===== src/rtl/layer_compositor_if.sv =====
`default_nettype none
// ============================================================================
// Module      : layer_compositor_if
// Description : Pixel-side bundle for the layer compositor. Carries the
//               timing position, per-layer pixel data, collision masks and
//               the registered colour / collision / scroll results.
//               The master modport is the pixel source (generators and
//               vga_controller). The slave modport is the compositor.
// Revision    : 1.0 - initial release
// ============================================================================
interface layer_compositor_if #(
    parameter int NUM_LAYERS = 6,
    parameter int COLOR_W    = 4,
    parameter int COL_W      = 12,
    parameter int ROW_W      = 11
);
    // Pixel position and per-layer inputs
    logic                              visible;
    logic [COL_W-1:0]                  display_col;
    logic [ROW_W-1:0]                  display_row;
    logic [NUM_LAYERS-1:0]             layer_visible;
    logic [NUM_LAYERS*3*COLOR_W-1:0]   layer_rgb;
    logic [3*COLOR_W-1:0]              bg_rgb;
    logic [NUM_LAYERS-1:0]             player_mask;
    logic [NUM_LAYERS-1:0]             hazard_mask;
    logic                              hit_clear;

    // Registered results
    logic [COLOR_W-1:0]                red;
    logic [COLOR_W-1:0]                green;
    logic [COLOR_W-1:0]                blue;
    logic                              hit;
    logic                              hit_pulse;
    logic [COL_W-1:0]                  hit_col;
    logic [ROW_W-1:0]                  hit_row;
    logic [NUM_LAYERS-1:0]             hit_layers;
    logic [COL_W-1:0]                  scroll_offset;

    // Pixel source side
    modport master (
        output visible, display_col, display_row, layer_visible, layer_rgb,
               bg_rgb, player_mask, hazard_mask, hit_clear,
        input  red, green, blue, hit, hit_pulse, hit_col, hit_row,
               hit_layers, scroll_offset
    );

    // Compositor side
    modport slave (
        input  visible, display_col, display_row, layer_visible, layer_rgb,
               bg_rgb, player_mask, hazard_mask, hit_clear,
        output red, green, blue, hit, hit_pulse, hit_col, hit_row,
               hit_layers, scroll_offset
    );
endinterface
`default_nettype wire


===== src/rtl/layer_compositor.sv =====
`default_nettype none
// ============================================================================
// Module      : layer_compositor
// Description : N-layer pixel compositor. Fixed-priority colour mux (layer 0
//               highest) with background fallback, sticky player/hazard
//               collision detection with first-hit coordinate capture, and a
//               per-frame scroll offset that freezes while a hit is latched.
//               Optional macro LAYER_COMPOSITOR_HIT_LAYERS_EN builds sticky
//               per-layer hazard-hit flags; without it hit_layers is 0.
// Revision    : 1.0 - initial release
// ============================================================================
module layer_compositor #(
    parameter int NUM_LAYERS  = 6,
    parameter int COLOR_W     = 4,
    parameter int COL_W       = 12,
    parameter int ROW_W       = 11,
    parameter int SCROLL_STEP = 3
) (
    input  wire logic          clock,
    input  wire logic          reset,
    layer_compositor_if.slave  bus
);

    localparam int                    PIX_W     = 3 * COLOR_W;
    localparam logic [NUM_LAYERS-1:0] LAYER_ONE = NUM_LAYERS'(1);
    localparam logic [COL_W-1:0]      STEP      = COL_W'(SCROLL_STEP);

    // ------------------------------------------------------------------
    // Registered state
    // ------------------------------------------------------------------
    logic [PIX_W-1:0]      pix_q,    pix_d;
    logic                  hit_q,    hit_d;
    logic                  pulse_q,  pulse_d;
    logic [COL_W-1:0]      hcol_q,   hcol_d;
    logic [ROW_W-1:0]      hrow_q,   hrow_d;
    logic [COL_W-1:0]      scroll_q, scroll_d;

    // ------------------------------------------------------------------
    // Combinational helpers
    // ------------------------------------------------------------------
    logic [NUM_LAYERS-1:0] player_vis;
    logic [NUM_LAYERS-1:0] hazard_vis;
    logic                  player_single;
    logic                  self_only;
    logic                  collision;
    logic                  frame_start;

    assign player_vis    = bus.layer_visible & bus.player_mask;
    assign hazard_vis    = bus.layer_visible & bus.hazard_mask;
    assign player_single = ((player_vis & (player_vis - LAYER_ONE)) == '0);

    // The only way both sets are non-empty yet no distinct player/hazard
    // pair exists is a single visible layer that sits in both masks.
    assign self_only     = player_single && (player_vis == hazard_vis);
    assign collision     = bus.visible && (|player_vis) && (|hazard_vis) && !self_only;

    // Frame boundary is positional only; blanking does not matter here.
    assign frame_start   = (bus.display_col == '0) && (bus.display_row == '0);

    // Fixed-priority colour select: scan from the lowest priority upward so
    // the lowest visible index is the last one written.
    always_comb begin
        pix_d = '0;
        if (bus.visible) begin
            pix_d = bus.bg_rgb;
            for (int i = NUM_LAYERS - 1; i >= 0; i--) begin
                if (bus.layer_visible[i]) begin
                    pix_d = bus.layer_rgb[i*PIX_W +: PIX_W];
                end
            end
        end
    end

    // Sticky hit flag, first-hit coordinates and the rising-edge pulse.
    // A collision in the same cycle as a clear restarts the hit, so the
    // coordinates are recaptured and the pulse fires again.
    always_comb begin
        hit_d   = hit_q;
        pulse_d = 1'b0;
        hcol_d  = hcol_q;
        hrow_d  = hrow_q;
        if (collision) begin
            hit_d = 1'b1;
            if (!hit_q || bus.hit_clear) begin
                pulse_d = 1'b1;
                hcol_d  = bus.display_col;
                hrow_d  = bus.display_row;
            end
        end else if (bus.hit_clear) begin
            hit_d  = 1'b0;
            hcol_d = '0;
            hrow_d = '0;
        end
    end

    // Scroll advances once per frame unless a hit is currently latched.
    always_comb begin
        scroll_d = scroll_q;
        if (frame_start && !hit_q) begin
            scroll_d = scroll_q + STEP;
        end
    end

    // Main state register.
    always_ff @(posedge clock) begin
        if (reset) begin
            pix_q    <= '0;
            hit_q    <= 1'b0;
            pulse_q  <= 1'b0;
            hcol_q   <= '0;
            hrow_q   <= '0;
            scroll_q <= '0;
        end else begin
            pix_q    <= pix_d;
            hit_q    <= hit_d;
            pulse_q  <= pulse_d;
            hcol_q   <= hcol_d;
            hrow_q   <= hrow_d;
            scroll_q <= scroll_d;
        end
    end

`ifdef LAYER_COMPOSITOR_HIT_LAYERS_EN
    // ------------------------------------------------------------------
    // Per-layer hazard-hit flags. Layers that are also player layers are
    // excluded so a player never reports itself as a hazard.
    // ------------------------------------------------------------------
    logic [NUM_LAYERS-1:0] hlay_q, hlay_d;

    // Clear first, then merge this pixel's hazards so a same-cycle
    // collision survives the clear.
    always_comb begin
        hlay_d = bus.hit_clear ? '0 : hlay_q;
        if (collision) begin
            hlay_d = hlay_d | (bus.layer_visible & bus.hazard_mask & ~bus.player_mask);
        end
    end

    // Per-layer flag register.
    always_ff @(posedge clock) begin
        if (reset) begin
            hlay_q <= '0;
        end else begin
            hlay_q <= hlay_d;
        end
    end

    assign bus.hit_layers = hlay_q;
`else
    assign bus.hit_layers = '0;
`endif

    // ------------------------------------------------------------------
    // Output mapping: colour words are packed {R,G,B}.
    // ------------------------------------------------------------------
    assign bus.red           = pix_q[PIX_W-1     -: COLOR_W];
    assign bus.green         = pix_q[2*COLOR_W-1 -: COLOR_W];
    assign bus.blue          = pix_q[COLOR_W-1   -: COLOR_W];
    assign bus.hit           = hit_q;
    assign bus.hit_pulse     = pulse_q;
    assign bus.hit_col       = hcol_q;
    assign bus.hit_row       = hrow_q;
    assign bus.scroll_offset = scroll_q;

endmodule
`default_nettype wire


===== src/flat_wrapper.sv =====
// flat-port wrapper written by rule: the top's interface ports become plain ports
module layer_compositor_flat 
#(
    parameter int NUM_LAYERS  = 6,
    parameter int COLOR_W     = 4,
    parameter int COL_W       = 12,
    parameter int ROW_W       = 11,
    parameter int SCROLL_STEP = 3
)
  (clock, reset, bus_visible, bus_display_col, bus_display_row, bus_layer_visible, bus_layer_rgb, bus_bg_rgb, bus_player_mask, bus_hazard_mask, bus_hit_clear, bus_red, bus_green, bus_blue, bus_hit, bus_hit_pulse, bus_hit_col, bus_hit_row, bus_hit_layers, bus_scroll_offset);
  layer_compositor_if #(.NUM_LAYERS(NUM_LAYERS), .COLOR_W(COLOR_W), .COL_W(COL_W), .ROW_W(ROW_W)) bus_i ();
  input  wire logic clock;
  input  wire logic reset;
  input wire logic [$bits(bus_i.visible)-1:0] bus_visible;
  input wire logic [$bits(bus_i.display_col)-1:0] bus_display_col;
  input wire logic [$bits(bus_i.display_row)-1:0] bus_display_row;
  input wire logic [$bits(bus_i.layer_visible)-1:0] bus_layer_visible;
  input wire logic [$bits(bus_i.layer_rgb)-1:0] bus_layer_rgb;
  input wire logic [$bits(bus_i.bg_rgb)-1:0] bus_bg_rgb;
  input wire logic [$bits(bus_i.player_mask)-1:0] bus_player_mask;
  input wire logic [$bits(bus_i.hazard_mask)-1:0] bus_hazard_mask;
  input wire logic [$bits(bus_i.hit_clear)-1:0] bus_hit_clear;
  output wire logic [$bits(bus_i.red)-1:0] bus_red;
  output wire logic [$bits(bus_i.green)-1:0] bus_green;
  output wire logic [$bits(bus_i.blue)-1:0] bus_blue;
  output wire logic [$bits(bus_i.hit)-1:0] bus_hit;
  output wire logic [$bits(bus_i.hit_pulse)-1:0] bus_hit_pulse;
  output wire logic [$bits(bus_i.hit_col)-1:0] bus_hit_col;
  output wire logic [$bits(bus_i.hit_row)-1:0] bus_hit_row;
  output wire logic [$bits(bus_i.hit_layers)-1:0] bus_hit_layers;
  output wire logic [$bits(bus_i.scroll_offset)-1:0] bus_scroll_offset;
  assign bus_i.visible = bus_visible;
  assign bus_i.display_col = bus_display_col;
  assign bus_i.display_row = bus_display_row;
  assign bus_i.layer_visible = bus_layer_visible;
  assign bus_i.layer_rgb = bus_layer_rgb;
  assign bus_i.bg_rgb = bus_bg_rgb;
  assign bus_i.player_mask = bus_player_mask;
  assign bus_i.hazard_mask = bus_hazard_mask;
  assign bus_i.hit_clear = bus_hit_clear;
  assign bus_red = bus_i.red;
  assign bus_green = bus_i.green;
  assign bus_blue = bus_i.blue;
  assign bus_hit = bus_i.hit;
  assign bus_hit_pulse = bus_i.hit_pulse;
  assign bus_hit_col = bus_i.hit_col;
  assign bus_hit_row = bus_i.hit_row;
  assign bus_hit_layers = bus_i.hit_layers;
  assign bus_scroll_offset = bus_i.scroll_offset;
  layer_compositor #(.NUM_LAYERS(NUM_LAYERS), .COLOR_W(COLOR_W), .COL_W(COL_W), .ROW_W(ROW_W), .SCROLL_STEP(SCROLL_STEP)) u_core (.clock(clock), .reset(reset), .bus(bus_i));
endmodule

===== config.mk =====
export PLATFORM = sky130hd
export DESIGN_NAME = layer_compositor_flat
export DESIGN_NICKNAME = d
export VERILOG_FILES = /design/src/rtl/layer_compositor_if.sv /design/src/rtl/layer_compositor.sv /design/src/flat_wrapper.sv
export SDC_FILE = /design/constraint.sdc
export NUM_CORES = 1
export LEC_CHECK = 0
export ABC_AREA = 1
export ABC_CLOCK_PERIOD_IN_PS = 1600
export CAP_MARGIN = 20
export CORE_ASPECT_RATIO = 0.5
export CORE_UTILIZATION = 38
export DETAILED_ROUTE_END_ITERATION = 10
export PLACE_DENSITY = 0.82
export SETUP_SLACK_MARGIN = 0.15
export SLEW_MARGIN = 20
export SYNTH_ARGS = -nofsm -noshare
export SYNTH_HDL_FRONTEND = slang
export SYNTH_SLANG_ARGS = --single-unit

===== constraint.sdc =====
create_clock -name clock -period 1.6 [get_ports clock]
set_input_delay 0.32 -clock clock [delete_from_list [all_inputs] [get_ports clock]]
set_output_delay 0.32 -clock clock [all_outputs]
set_load 0.1 [all_outputs]

==> summary.md <==
The flow ran to the end, but the final reports show violations. The final reports fail on setup timing. Counting both buffers and inverters, the worst setup path holds a total of 3.

The number of buffers created by CTS came out at 5. Dividing the final minimum period by the clock period gives 108%. Net count reported at finish: 800. In this run the core area contains 22 standard-cell rows.

Yosys mapped the design onto 35 distinct sky130hd cell types. In this run the tool buffered the top-level ports with 177 buffer cells. The post-detailed-placement cell area came out at 5560 um^2. The clock root buffer is sky130_fd_sc_hd__clkbuf_16. The arrival time reported for the critical path endpoint was 1.88 ns.

For the global-route wire length before repair, the log shows 19.2 mm. Counting I/O delays and the setup requirement, the final critical path takes 1.73 ns. The portion of netlist area occupied by mux cells came out at 0%. Summing the sequential cell areas from Yosys gives 32.4% of the chip area.

The minimum setup slack among reg-to-reg paths was -0.06 ns; the area share of fa/ha/maj cells after synthesis was 0.413%. For the number of warnings reported in the yosys synthesis log, the log shows 0. For this run, design rule violations remaining after detail routing come to 0. Entering global routing, the biggest net connects 25 pins. The total power was 0.00413 W; the number of antenna violations at the first check in global routing was 0.

The peak per-stage delay on the critical path was 0.44 ns; the total of max-cap violations was 0. For the number of global-route vias before repair, the log shows 3953. Dividing the synthesized area by the synthesized cell count gives 6.74 um^2. For the max-slew violation count, the log shows 0.

The path class of the tightest hold or removal check is input pin to register. Between clock sinks in the finished design, the worst skew comes to 0.00274 ns. The tools report the endpoint of the lowest-slack register-to-register path as u_core.bus.scroll_offset[3]$_SDFFE_PP0P_. Clock-pin slew was measured on the worst setup and hold paths at 0.07 ns. The critical path is of the input pin to register type. CTS saw 49 sinks.

TritonCTS built the clock tree. The largest vdd supply drop was 0.000465 V; the clock latency at the later pin of the worst-skew pair was 0.29 ns. Post-route setup TNS: -0.129 ns. By area, the combinational part of the netlist is dominated by simple AND/OR/NAND/NOR gates. In this run the deepest clock path goes through 2 buffers.

The HPWL after detailed placement is 8.56 mm. The placed instance count is 739, and the number of vias in the routed layout is 4258. Of the total synthesized cell area, the portion taken by AND, OR, NAND and NOR gates is 31.0%. The full die area is 8350 um^2.

The synthesized netlist devotes 20.6% of its cell area to compound gates. The source of the worst hold timing path was bus_display_row[2]. The synthesis-to-layout area growth was 104%. By instance count, the cell type seen most on the critical path is sky130_fd_sc_hd__nand2_1.

The overall die height works out to 65.1 um. The share of final-layout standard cells stronger than drive strength 1 was 33.1%; the total detailed-routing wirelength was 14.4 mm. The startpoint of the worst-slack reg-to-reg timing path was u_core.bus.hit$_SDFFE_PP0P_. The library cells used most frequently in the layout, excluding fill and tap cells, are sky130_fd_sc_hd__clkdlybuf4s50_1, sky130_fd_sc_hd__nand2_1, sky130_fd_sc_hd__buf_12. Using the TritonRoute via totals, the vias-per-cell ratio works out to 5.47. Walking the worst path, the cells encountered are clkdlybuf4s50_1 -> inv_2 -> nand2_1 -> nor3_4 -> nand3_4 -> clkinv_4 -> nand2_1 -> o21ai_0 -> a21oi_1.

Final setup violation count: 1. Leaving out fill and tap cells, the most frequent cell in the layout is sky130_fd_sc_hd__clkdlybuf4s50_1. The kind of start point of the critical path is an input pin. The number of synthesized register bits is 49. After the flow finishes, the layout carries non-filler instances totaling 779. In this design, the largest share of critical-path delay is due to buffers and inverters. Measured along the x axis, the die boundary spans 128 um. The number of antenna cells inserted was 0; the final design utilization was 82.2%. The starting density of the core was 40.3%. The worst-case hold path end point was u_core.bus.hit_row[2]$_SDFFE_PP0P_.

The run gives 2.78 nW as the static leakage power. The overall routing resource usage was 29.6%; the areal power density over the cells was 669 nW/um^2. For this block, wires on met1 add up to 5.59 mm. The floorplan step defined a core boundary enclosing 7510 um^2. Routability-driven placement finished with a final weighted congestion of 0.882.

The routed length per placed instance was 18.5 um. The largest fanout on the critical path was 6. The number of cell instances on the worst register-to-register path came out at 8. The slowest stage of the critical path is the sky130_fd_sc_hd__clkdlybuf4s50_1 cell. Synthesis handed over a netlist of 449 instances. Once layout is done, the placed cells without fillers occupy 6180 um^2.

Combined area of all synthesized cells: 3030 um^2. The synthesized-area fraction occupied by xor and xnor cells works out to 1.74%. The total I/O pin count is 184. DRC marker count from the first detailed-route iteration: 390.

Wire segments on met2 add up to 6.96 mm in the final route. The logs give 2 for the maximum level of the CTS H-tree and 579 MHz for the maximum achievable frequency. Highest metal layer with signal wires: met4. STA classifies the critical path endpoint as a register. The data required time of the worst path was 1.76 ns; the worst hold path depth was 3.

The run gives -0.129 ns as the setup slack after layout. Number of failing hold endpoints at the final stage: 0. The first TritonRoute pass finished after 5 iterations. In the detailed route, the total length drawn on met3 is 1.07 mm. Setup repair after global routing could not meet its margin everywhere.

For this run the aggregate overflow at the end of global routing stands at 0. Buffers inserted to repair hold after CTS numbered 0. Once detail routing completed, the nets flagged for antenna violations numbered 0.
-- per-layer routing --
layer	track usage [%]	up-vias
met5	0	-
met4	15.4	0
met3	4.56	76
met2	54.5	291
met1	33.6	1947
li1	-	1944
-- synth_stat cells --
master	instances	area, um^2
sky130_fd_sc_hd__a21oi_1	38	190
sky130_fd_sc_hd__a31oi_1	1	6.26
sky130_fd_sc_hd__buf_1	3	11.3
sky130_fd_sc_hd__buf_2	1	5.00
sky130_fd_sc_hd__buf_4	6	45.0
sky130_fd_sc_hd__buf_6	8	90.1
sky130_fd_sc_hd__clkbuf_1	13	48.8
sky130_fd_sc_hd__clkbuf_2	1	5.00
sky130_fd_sc_hd__clkinv_1	1	3.75
sky130_fd_sc_hd__clkinv_2	1	5.00
sky130_fd_sc_hd__conb_1	1	3.75
sky130_fd_sc_hd__dfxtp_1	49	981
sky130_fd_sc_hd__ha_1	1	12.5
sky130_fd_sc_hd__inv_1	53	199
sky130_fd_sc_hd__inv_2	1	3.75
sky130_fd_sc_hd__nand2_1	83	312
sky130_fd_sc_hd__nand2_2	6	37.5
sky130_fd_sc_hd__nand2_4	1	11.3
sky130_fd_sc_hd__nand3_1	22	110
sky130_fd_sc_hd__nand3_2	1	10.0
sky130_fd_sc_hd__nand3_4	3	52.6
sky130_fd_sc_hd__nand4_1	30	188
sky130_fd_sc_hd__nor2_1	23	86.3
sky130_fd_sc_hd__nor2_2	4	25.0
sky130_fd_sc_hd__nor2_4	3	33.8
sky130_fd_sc_hd__nor3_1	10	50.1
sky130_fd_sc_hd__nor3_4	1	16.3
sky130_fd_sc_hd__o211ai_1	13	97.6
sky130_fd_sc_hd__o21ai_0	37	185
sky130_fd_sc_hd__o21ai_1	24	120
sky130_fd_sc_hd__o21ai_2	2	17.5
sky130_fd_sc_hd__o22ai_1	1	6.26
sky130_fd_sc_hd__or2_1	1	6.26
sky130_fd_sc_hd__xnor2_1	2	17.5
sky130_fd_sc_hd__xor2_1	4	35.0
-- per-stage QoR --
stage                     hold slack [ns]  setup slack, ns
after floorplan                     0.433           0.0856
after global placement              0.495           -0.357
after detailed placement            0.497           -0.505
after CTS                           0.448            0.143
after global routing                0.351          -0.0983
final                               0.322           -0.129
-- flip-flops by register name (all words and copies together) (netlist names) --
name / count
u_core.bus.hit: 1
u_core.bus.hit_col: 12
u_core.bus.hit_pulse: 1
u_core.bus.hit_row: 11
u_core.pix_q: 12
u_core.bus.scroll_offset: 12
-- worst max-delay path by stage --
stage / startpoint / endpoint / depth (start not counted)
finish: bus_display_row[7] / u_core.bus.scroll_offset[3]$_SDFFE_PP0P_ / 9
global route: bus_display_row[7] / u_core.bus.scroll_offset[3]$_SDFFE_PP0P_ / 9
CTS: bus_player_mask[2] / u_core.bus.hit_row[9]$_SDFFE_PP0P_ / 11
detailed placement: bus_layer_visible[3] / u_core.bus.hit_row[8]$_SDFFE_PP0P_ / 10
global placement: bus_layer_visible[2] / u_core.bus.hit_col[10]$_SDFFE_PP0P_ / 10
floorplan: u_core.bus.scroll_offset[1]$_SDFFE_PP0P_ / u_core.bus.scroll_offset[8]$_SDFFE_PP0P_ / 7
-- worst register-to-register path: cells and delay by family, from the launching register on --
kind / cells / cell delay (ns)
AO/OA/AOI/OAI: 2 / 0.39
buffers and inverters: 2 / 0.23
flip-flops: 1 / 0.35
AND/OR/NAND/NOR: 4 / 0.55
-- power by group --
group          switching [W]  internal (W)
clock network       0.000469      0.000734
logic               0.000921      0.000688
registers          0.0000613       0.00126
total                0.00145       0.00268
-- cells by family (layout without fill, tap and decap cells) --
group,after synthesis,in the layout
AND/OR/NAND/NOR,188,190
AO/OA/AOI/OAI,116,116
buffers and inverters,88,303
flip-flops,49,49
XOR/XNOR,6,6
adder cells (fa/ha/maj),1,1
other,1,6
-- repair_timing --
action | in CTS | in global routing
setup buffers | 18 | 12
endpoints found under the setup margin | 48 | 39
pin swaps | 22 | 39
hold endpoints to repair | 0 | 0
gates cloned | 2 | 0
resized for setup | 58 | 100
-- layout make-up --
class / instances / area (um^2)
Timing Repair Buffer: 239 / 2770
Multi-Input combinational cell: 319 / 1860
Fill cell: 419 / 1340
Sequential cell: 49 / 1030
Inverter: 56 / 221
Tap cell: 108 / 135
Clock buffer: 6 / 129
Clock inverter: 2 / 33.8
(Power assumes the default switching activity.)
